### config.mk
export PLATFORM = sky130hd
export DESIGN_NAME = mem_bus_arbiter
export DESIGN_NICKNAME = d
export VERILOG_FILES = /design/src/rtl/mem_bus_arbiter.sv
export SDC_FILE = /design/constraint.sdc
export NUM_CORES = 1
export LEC_CHECK = 0
export BUFFER_PORTS_ARGS = -buffer_cell sky130_fd_sc_hd__buf_2
export CAP_MARGIN = 20
export CORE_ASPECT_RATIO = 0.75
export CORE_MARGIN = 2
export CORE_UTILIZATION = 31
export DETAILED_ROUTE_END_ITERATION = 10
export PLACE_DENSITY = 0.88
export SLEW_MARGIN = 15
export SYNTH_ARGS = -nofsm -noshare
export SYNTH_HDL_FRONTEND = slang
export SYNTH_SLANG_ARGS = --single-unit
### constraint.sdc
create_clock -name clk -period 2.1 [get_ports clk]
set_clock_uncertainty 0.15 [all_clocks]
set_input_delay 0.105 -clock clk [delete_from_list [all_inputs] [get_ports clk]]
set_output_delay 0.105 -clock clk [all_outputs]
set_load 0.01 [all_outputs]
### src/rtl/mem_bus_arbiter.sv
// Two-master round-robin arbiter for the shared data-memory bus (cyc/stb/we/ack).
// Latency: grant 1 cycle after cyc is sampled; the granted bus path is combinational, and a handoff has no dead cycle.
// Backpressure: the owner holds the bus while its cyc is high. The other master waits.
// The stuck-slave watchdog and ABORT state are built only when MEM_ARB_TIMEOUT_EN is defined.
`timescale 1ns/1ps
module mem_bus_arbiter #(
    parameter int ADDR_W    = 8,
    parameter int DATA_W    = 8,
    parameter int TO_CYCLES = 16
) (
    input  logic              clk,
    input  logic              rst,
    input  logic              m0_cyc_i,
    input  logic              m0_stb_i,
    input  logic              m0_we_i,
    input  logic [ADDR_W-1:0] m0_adr_i,
    input  logic [DATA_W-1:0] m0_dat_i,
    output logic [DATA_W-1:0] m0_dat_o,
    output logic              m0_ack_o,
    output logic              m0_err_o,
    input  logic              m1_cyc_i,
    input  logic              m1_stb_i,
    input  logic              m1_we_i,
    input  logic [ADDR_W-1:0] m1_adr_i,
    input  logic [DATA_W-1:0] m1_dat_i,
    output logic [DATA_W-1:0] m1_dat_o,
    output logic              m1_ack_o,
    output logic              m1_err_o,
    output logic              s_cyc_o,
    output logic              s_stb_o,
    output logic              s_we_o,
    output logic [ADDR_W-1:0] s_adr_o,
    output logic [DATA_W-1:0] s_dat_o,
    input  logic [DATA_W-1:0] s_dat_i,
    input  logic              s_ack_i,
    output logic [1:0]        gnt_o
);

`ifdef MEM_ARB_TIMEOUT_EN
    typedef enum logic [1:0] {IDLE, OWN0, OWN1, ABORT} state_t;
`else
    typedef enum logic [1:0] {IDLE, OWN0, OWN1} state_t;
`endif

    state_t state, state_nxt;
    logic   last_owner, last_owner_nxt;   // 0 = M0, 1 = M1

    // On a tie, the master that did not own the bus last wins.
    function automatic state_t pick(input logic c0, input logic c1, input logic last);
        if (c0 && c1)
            return last ? OWN0 : OWN1;
        else if (c0)
            return OWN0;
        else if (c1)
            return OWN1;
        else
            return IDLE;
    endfunction

`ifdef MEM_ARB_TIMEOUT_EN
    localparam int CW = $clog2(TO_CYCLES + 1);
    logic [CW-1:0] wd_cnt;
    logic          wd_wait;
    logic          to_hit;

    assign wd_wait = ((state == OWN0) || (state == OWN1)) && s_stb_o && !s_ack_i;
    // Abort on the edge that closes the TO_CYCLES-th unanswered strobe cycle.
    assign to_hit  = wd_wait && (wd_cnt == CW'(TO_CYCLES - 1));

    always_ff @(posedge clk or negedge rst) begin
        if (!rst)
            wd_cnt <= '0;
        else if ((state_nxt != state) || s_ack_i)
            wd_cnt <= '0;
        else if (wd_wait)
            wd_cnt <= wd_cnt + CW'(1);
    end
`endif

    always_ff @(posedge clk or negedge rst) begin
        if (!rst) begin
            state      <= IDLE;
            last_owner <= 1'b1;
        end else begin
            state      <= state_nxt;
            last_owner <= last_owner_nxt;
        end
    end

    always_comb begin
        state_nxt      = state;
        last_owner_nxt = last_owner;
        case (state)
            IDLE: state_nxt = pick(m0_cyc_i, m1_cyc_i, last_owner);
            OWN0: begin
                if (!m0_cyc_i) begin
                    last_owner_nxt = 1'b0;
                    state_nxt      = m1_cyc_i ? OWN1 : IDLE;
                end
`ifdef MEM_ARB_TIMEOUT_EN
                else if (to_hit) begin
                    last_owner_nxt = 1'b0;
                    state_nxt      = ABORT;
                end
`endif
            end
            OWN1: begin
                if (!m1_cyc_i) begin
                    last_owner_nxt = 1'b1;
                    state_nxt      = m0_cyc_i ? OWN0 : IDLE;
                end
`ifdef MEM_ARB_TIMEOUT_EN
                else if (to_hit) begin
                    last_owner_nxt = 1'b1;
                    state_nxt      = ABORT;
                end
`endif
            end
`ifdef MEM_ARB_TIMEOUT_EN
            ABORT: state_nxt = pick(m0_cyc_i, m1_cyc_i, last_owner);
`endif
            default: state_nxt = IDLE;
        endcase
    end

    // Routing follows the current state, so an ack coinciding with a cyc drop still reaches the owner.
    always_comb begin
        s_cyc_o  = 1'b0;
        s_stb_o  = 1'b0;
        s_we_o   = 1'b0;
        s_adr_o  = '0;
        s_dat_o  = '0;
        m0_dat_o = '0;
        m0_ack_o = 1'b0;
        m1_dat_o = '0;
        m1_ack_o = 1'b0;
        gnt_o    = 2'b00;
        case (state)
            OWN0: begin
                s_cyc_o  = m0_cyc_i;
                s_stb_o  = m0_stb_i & m0_cyc_i;
                s_we_o   = m0_we_i;
                s_adr_o  = m0_adr_i;
                s_dat_o  = m0_dat_i;
                m0_dat_o = s_dat_i;
                m0_ack_o = s_ack_i;
                gnt_o    = 2'b01;
            end
            OWN1: begin
                s_cyc_o  = m1_cyc_i;
                s_stb_o  = m1_stb_i & m1_cyc_i;
                s_we_o   = m1_we_i;
                s_adr_o  = m1_adr_i;
                s_dat_o  = m1_dat_i;
                m1_dat_o = s_dat_i;
                m1_ack_o = s_ack_i;
                gnt_o    = 2'b10;
            end
            default: ;
        endcase
    end

`ifdef MEM_ARB_TIMEOUT_EN
    assign m0_err_o = (state == ABORT) && !last_owner;
    assign m1_err_o = (state == ABORT) &&  last_owner;
`else
    assign m0_err_o = 1'b0;
    assign m1_err_o = 1'b0;
`endif

endmodule

# Word level (Yosys, flattened, before mapping)
# Index checks and enable logic that the tools add are counted.
[totals]
input_bits = 49
output_inout_bits = 41
wordCells = 34
register_bits = 3
[classes]
n_eq_ne = 4
n_mux = 21
n_reduce_logical = 5
bitwise = 2
[ops]
columns = ["op", "count"]
rows = [
  ["$pmux W8 S2", 2],
  ["$mux W8", 2],
  ["$mux W2", 6],
  ["$pmux W1 S2", 4],
  ["$pmux W2 S3", 1],
  ["$mux W1", 5],
  ["$ne A2 B2 Y1 const B", 2],
  ["$pmux W2 S2", 1],
  ["$reduce_and A3 Y1", 1],
  ["$and A1 B1 Y1", 2],
  ["$eq A2 B1 Y1 const B", 1],
  ["$eq A2 B2 Y1 const B", 1],
  ["$logic_not A2 Y1", 1],
  ["$reduce_and A2 Y1", 1],
  ["$reduce_bool A2 Y1", 1],
  ["$logic_and A1 B1 Y1", 1],
]

# Logic depth before layout (Yosys ltp)
[depth]
ltp_word = 4
mapped_depth = 6
depth_no_buf = 5

# Worst setup path after synthesis
# Ideal clock, no wire load.
[synth_timing]
path_type = "register to output"
startpoint = "reg state[0]"
endpoint = "out s_adr_o[0]"
slack_ps = 557
n_path_buf = 2
path_stages_with_launch = 7
t_arrival_ps = 1288
required_time_ps = 1845
cell_sequence = "dfrtp_1 -> inv_1 -> ha_1 -> buf_2 -> buf_2 -> a22oi_1 -> nor2b_1"
[synth_via]
elab_chain_len = 2
[synth_rtl]
columns = ["element", "line_no", "rtl"]
rows = [
  ["start, declared", "45", "state_t state, state_nxt;"],
  ["start signal, assigned", "85", "state <= state_nxt;"],
  ["$eq A2 B2 Y1 / $eq A2 B1 Y1 (equally long branches)", "138", "case (state)"],
  ["$pmux W8 S2 *", "138", ""],
  ["end, declared", "32", "output logic [ADDR_W-1:0] s_adr_o,"],
]
# Mark *: on every way between the ends. The rest lies on a longest branch, timed or not.

# Worst setup path in the final report
[layout_timing]
startpoint = "reg state[0]"
endpoint = "out s_cyc_o"
[layout_via]
elab_chain_len = 2
[layout_rtl]
columns = ["element", "line_no", "rtl"]
rows = [
  ["$eq A2 B2 Y1 / $eq A2 B1 Y1 (equally long branches)", "138", ""],
  ["$pmux W1 S2 *", "138", ""],
  ["end, declared", "29", "output logic s_cyc_o,"],
]
# Marks and branches as above.

==> results_dict.tcl <==
set metrics [dict create \
    ios 90 \
    layout.nets 233 \
    holdPathStages 3 \
    rr_worst_depth 4 \
    drive_above_1_share_pct 55.4 \
    power_density_nw_per_um2 986 \
    first_pass_iters 7 \
    hold_path_class "in2reg" \
    p_leak_nw 0.679 \
    fmax_mhz 513 \
    die_area_um2 2630 \
    failed_checks "DRC" \
    grt_pass1_vias 807 \
    grt_max_degree 22 \
    power_frac_seq_pct 10.2 \
    area_growth_pct 68.1 \
    drt_iter0_markers 47 \
    fill_cells 196 \
    p_sw_mw 0.540 \
    num_vias 943 \
    path_max_fanout 13 \
    critPathArrivalTime_ns 1.70 \
    hpwl_um 1930 \
    clkSinkCount 3 \
    die_x_um 58.6 \
    grt.total_usage_pct 16.3 \
    power.internal_mw 0.609 \
    layout_setup_ws_ns 0.149 \
    crit_required_ns 1.85 \
    critPathCaptureType "output port" \
    grt_overflow 0 \
    syn_avg_cell_area_um2 7.53 \
    wl_per_cell_um 11.6 \
    cts.root.buffer_cell "clkbuf_4" \
    yosysWarnings 0 \
    clockPowerShare_pct 8.6 \
    synthDistinctLibCells 19 \
    p_comb_share_pct 81.1 \
    status "complete, but fails checks" \
    antenna_cells 0 \
    start_util_pct 33.5 \
    cts_made_buffers 3 \
    max_stage_delay_ns 0.40 \
    peakVddDrop_mv 0.791 \
    routed_via_density 4.69 \
    setup_viol 0 \
    ys_ff_latch 3 \
    cts.clk_slew.worst_paths_ns 0.04 \
    cts_setup_buffers 0 \
    core_area_um2 2070 \
    seqCellArea_um2 76.3 \
    drc 7 \
    p_sw_share_pct 47.0 \
    crit_chain "inv_1 > ha_1 > a22o_4 > and2_1 > buf_2" \
    min_period_over_period_pct 92.9 \
    place.gp.congestion 0.839 \
    portBuffers 87 \
    crit_type "reg2out" \
    antenna_found_initial 0 \
    tns_ns 0 \
    multiInputGateArea_um2 557 \
    synthCells 92 \
    max-cap-violations 0 \
    synth_area_um2 693 \
    ys_seq_area_share_pct 11.0 \
    ant_nets 0 \
    clock_path_buffers 2 \
    rows 14 \
    placed_cell_area_um2 1120 \
    drv_slew 0 \
    cts_htree_levels 1 \
    finalHoldViolCount 0 \
    period_needed_ns 1.95 \
    cts_tree "yes" \
    fin_area_um2 1160 \
    place_ws_ns 0.291 \
    rsz0062_at_grt "false" \
    clk_latency_ns 0.23 \
    die_y_um 45.0 \
    slowest_stage "dfrtp_1" \
    wl_um 2330 \
    startpoint_type "flop" \
    grt_pass1_wl_um 3380 \
]
path summary, 6_finish.rpt:
| kind | to | slack, ns | from |
|---|---|---|---|
| setup / recovery | s_cyc_o | 0.15 | state[0]$_DFFE_PN0P_ |
| hold / removal | state[1]$_DFFE_PN0P_ | 0.04 | m1_cyc_i |
| setup reg to reg | state[0]$_DFFE_PN0P_ | 0.36 | state[0]$_DFFE_PN0P_ |
| hold reg to reg | last_owner$_DFFE_PN1P_ | 0.39 | last_owner$_DFFE_PN1P_ |
| max in group asynchronous | last_owner$_DFFE_PN1P_ | 1.55 | rst |
| min in group asynchronous | state[1]$_DFFE_PN0P_ | 0.05 | rst |
per-layer routing:
| metal | wire (um) | GRT usage (%) | part of all wire (%) | vias up |
|---|---|---|---|---|
| li1 | - | - | - | 483 |
| met1 | 978 | 20.8 | 42 | 420 |
| met2 | 1160 | 29.9 | 50 | 38 |
| met3 | 183 | 0.860 | 7.9 | 2 |
| met4 | 8 | 5.45 | 0.34 | 0 |
| met5 | 0 | 0 | 0 | - |
timing repair:
action / CTS / global route
hold endpoints to repair: 3 / 0
setup endpoints to repair: 0 / 17
hold buffers: 1 / 0
resized for setup: 0 / 2
cells by family after synthesis:
logic type      share of synthesized area [%]
simple gates                             36.5
fa+ha+maj                                10.8
buf+inv                                  9.93
other cells                             0.541
flops                                    11.0
compound gates                           31.2
metrics by stage:
step / power [mW] / cells / hold slack [ns] / utilization [%]
2_1_floorplan: 0.751 / 93 / -0.341 / -
3_3_place_gp: 1.03 / 196 / -0.250 / 54.4
3_5_place_dp: 1.04 / 196 / -0.248 / 54.4
4_1_cts: 1.15 / 201 / 0.0307 / 56.1
5_1_grt: 1.25 / 201 / 0.0449 / 56.4
6_report: 1.15 / 201 / 0.0403 / 56.4
critical path: cells and delay by family (launching register included):
family / cells / cell delay (ns)
simple gates: 1 / 0.15
flops: 1 / 0.40
fa+ha+maj: 1 / 0.34
buf+inv: 2 / 0.24
compound gates: 1 / 0.33
Yosys cell counts:
master | count | area (um^2)
and2_1 | 19 | 119
a22oi_1 | 17 | 128
nor2b_1 | 17 | 106
ha_1 | 6 | 75.1
buf_2 | 4 | 20.0
inv_1 | 4 | 15.0
a21oi_1 | 3 | 15.0
buf_4 | 3 | 22.5
clkbuf_1 | 3 | 11.3
nand2_1 | 3 | 11.3
a21boi_1 | 2 | 15.0
dfrtp_1 | 2 | 50.1
nand3_1 | 2 | 10.0
o41ai_2 | 2 | 32.5
a22o_4 | 1 | 17.5
conb_1 | 1 | 3.75
dfstp_2 | 1 | 26.3
nand2b_1 | 1 | 6.26
o22a_1 | 1 | 8.76
final cells by class:
cell class / instances / share of cell area [%]
clock buffer: 4 / 2.26
inverter: 4 / 1.29
sequential: 3 / 6.55
multi-input combinational: 76 / 47.8
tap: 24 / 2.58
timing repair buffer: 90 / 39.5
state kept, by name, summed over array words and instances (netlist names):
signal / flops
last_owner: 1
state: 2
placed cells by master (no fill, tap or decap), drive strengths merged, types with 2 or more instances in the layout:
cell    Yosys  final
a21boi      2      2
a21oi       3      3
a22oi      17     17
and2       19     19
buf         7     89
clkbuf      3      4
conb        1      2
dfrtp       2      2
ha          6      6
inv         4      4
nand2       3      3
nand3       2      2
nor2b      17     17
o41ai       2      2
power by group through the flow:
| stage | clock [mW] | combinational [mW] | sequential [mW] |
|---|---|---|---|
| after global placement | 0 | 0.915 | 0.117 |
| after global routing | 0.107 | 1.02 | 0.123 |
| after CTS | 0.106 | 0.929 | 0.117 |
| final | 0.0992 | 0.932 | 0.117 |
| after detailed placement | 0 | 0.927 | 0.118 |
| after floorplan | 0 | 0.640 | 0.111 |
Power figures use the tool's default switching activity.
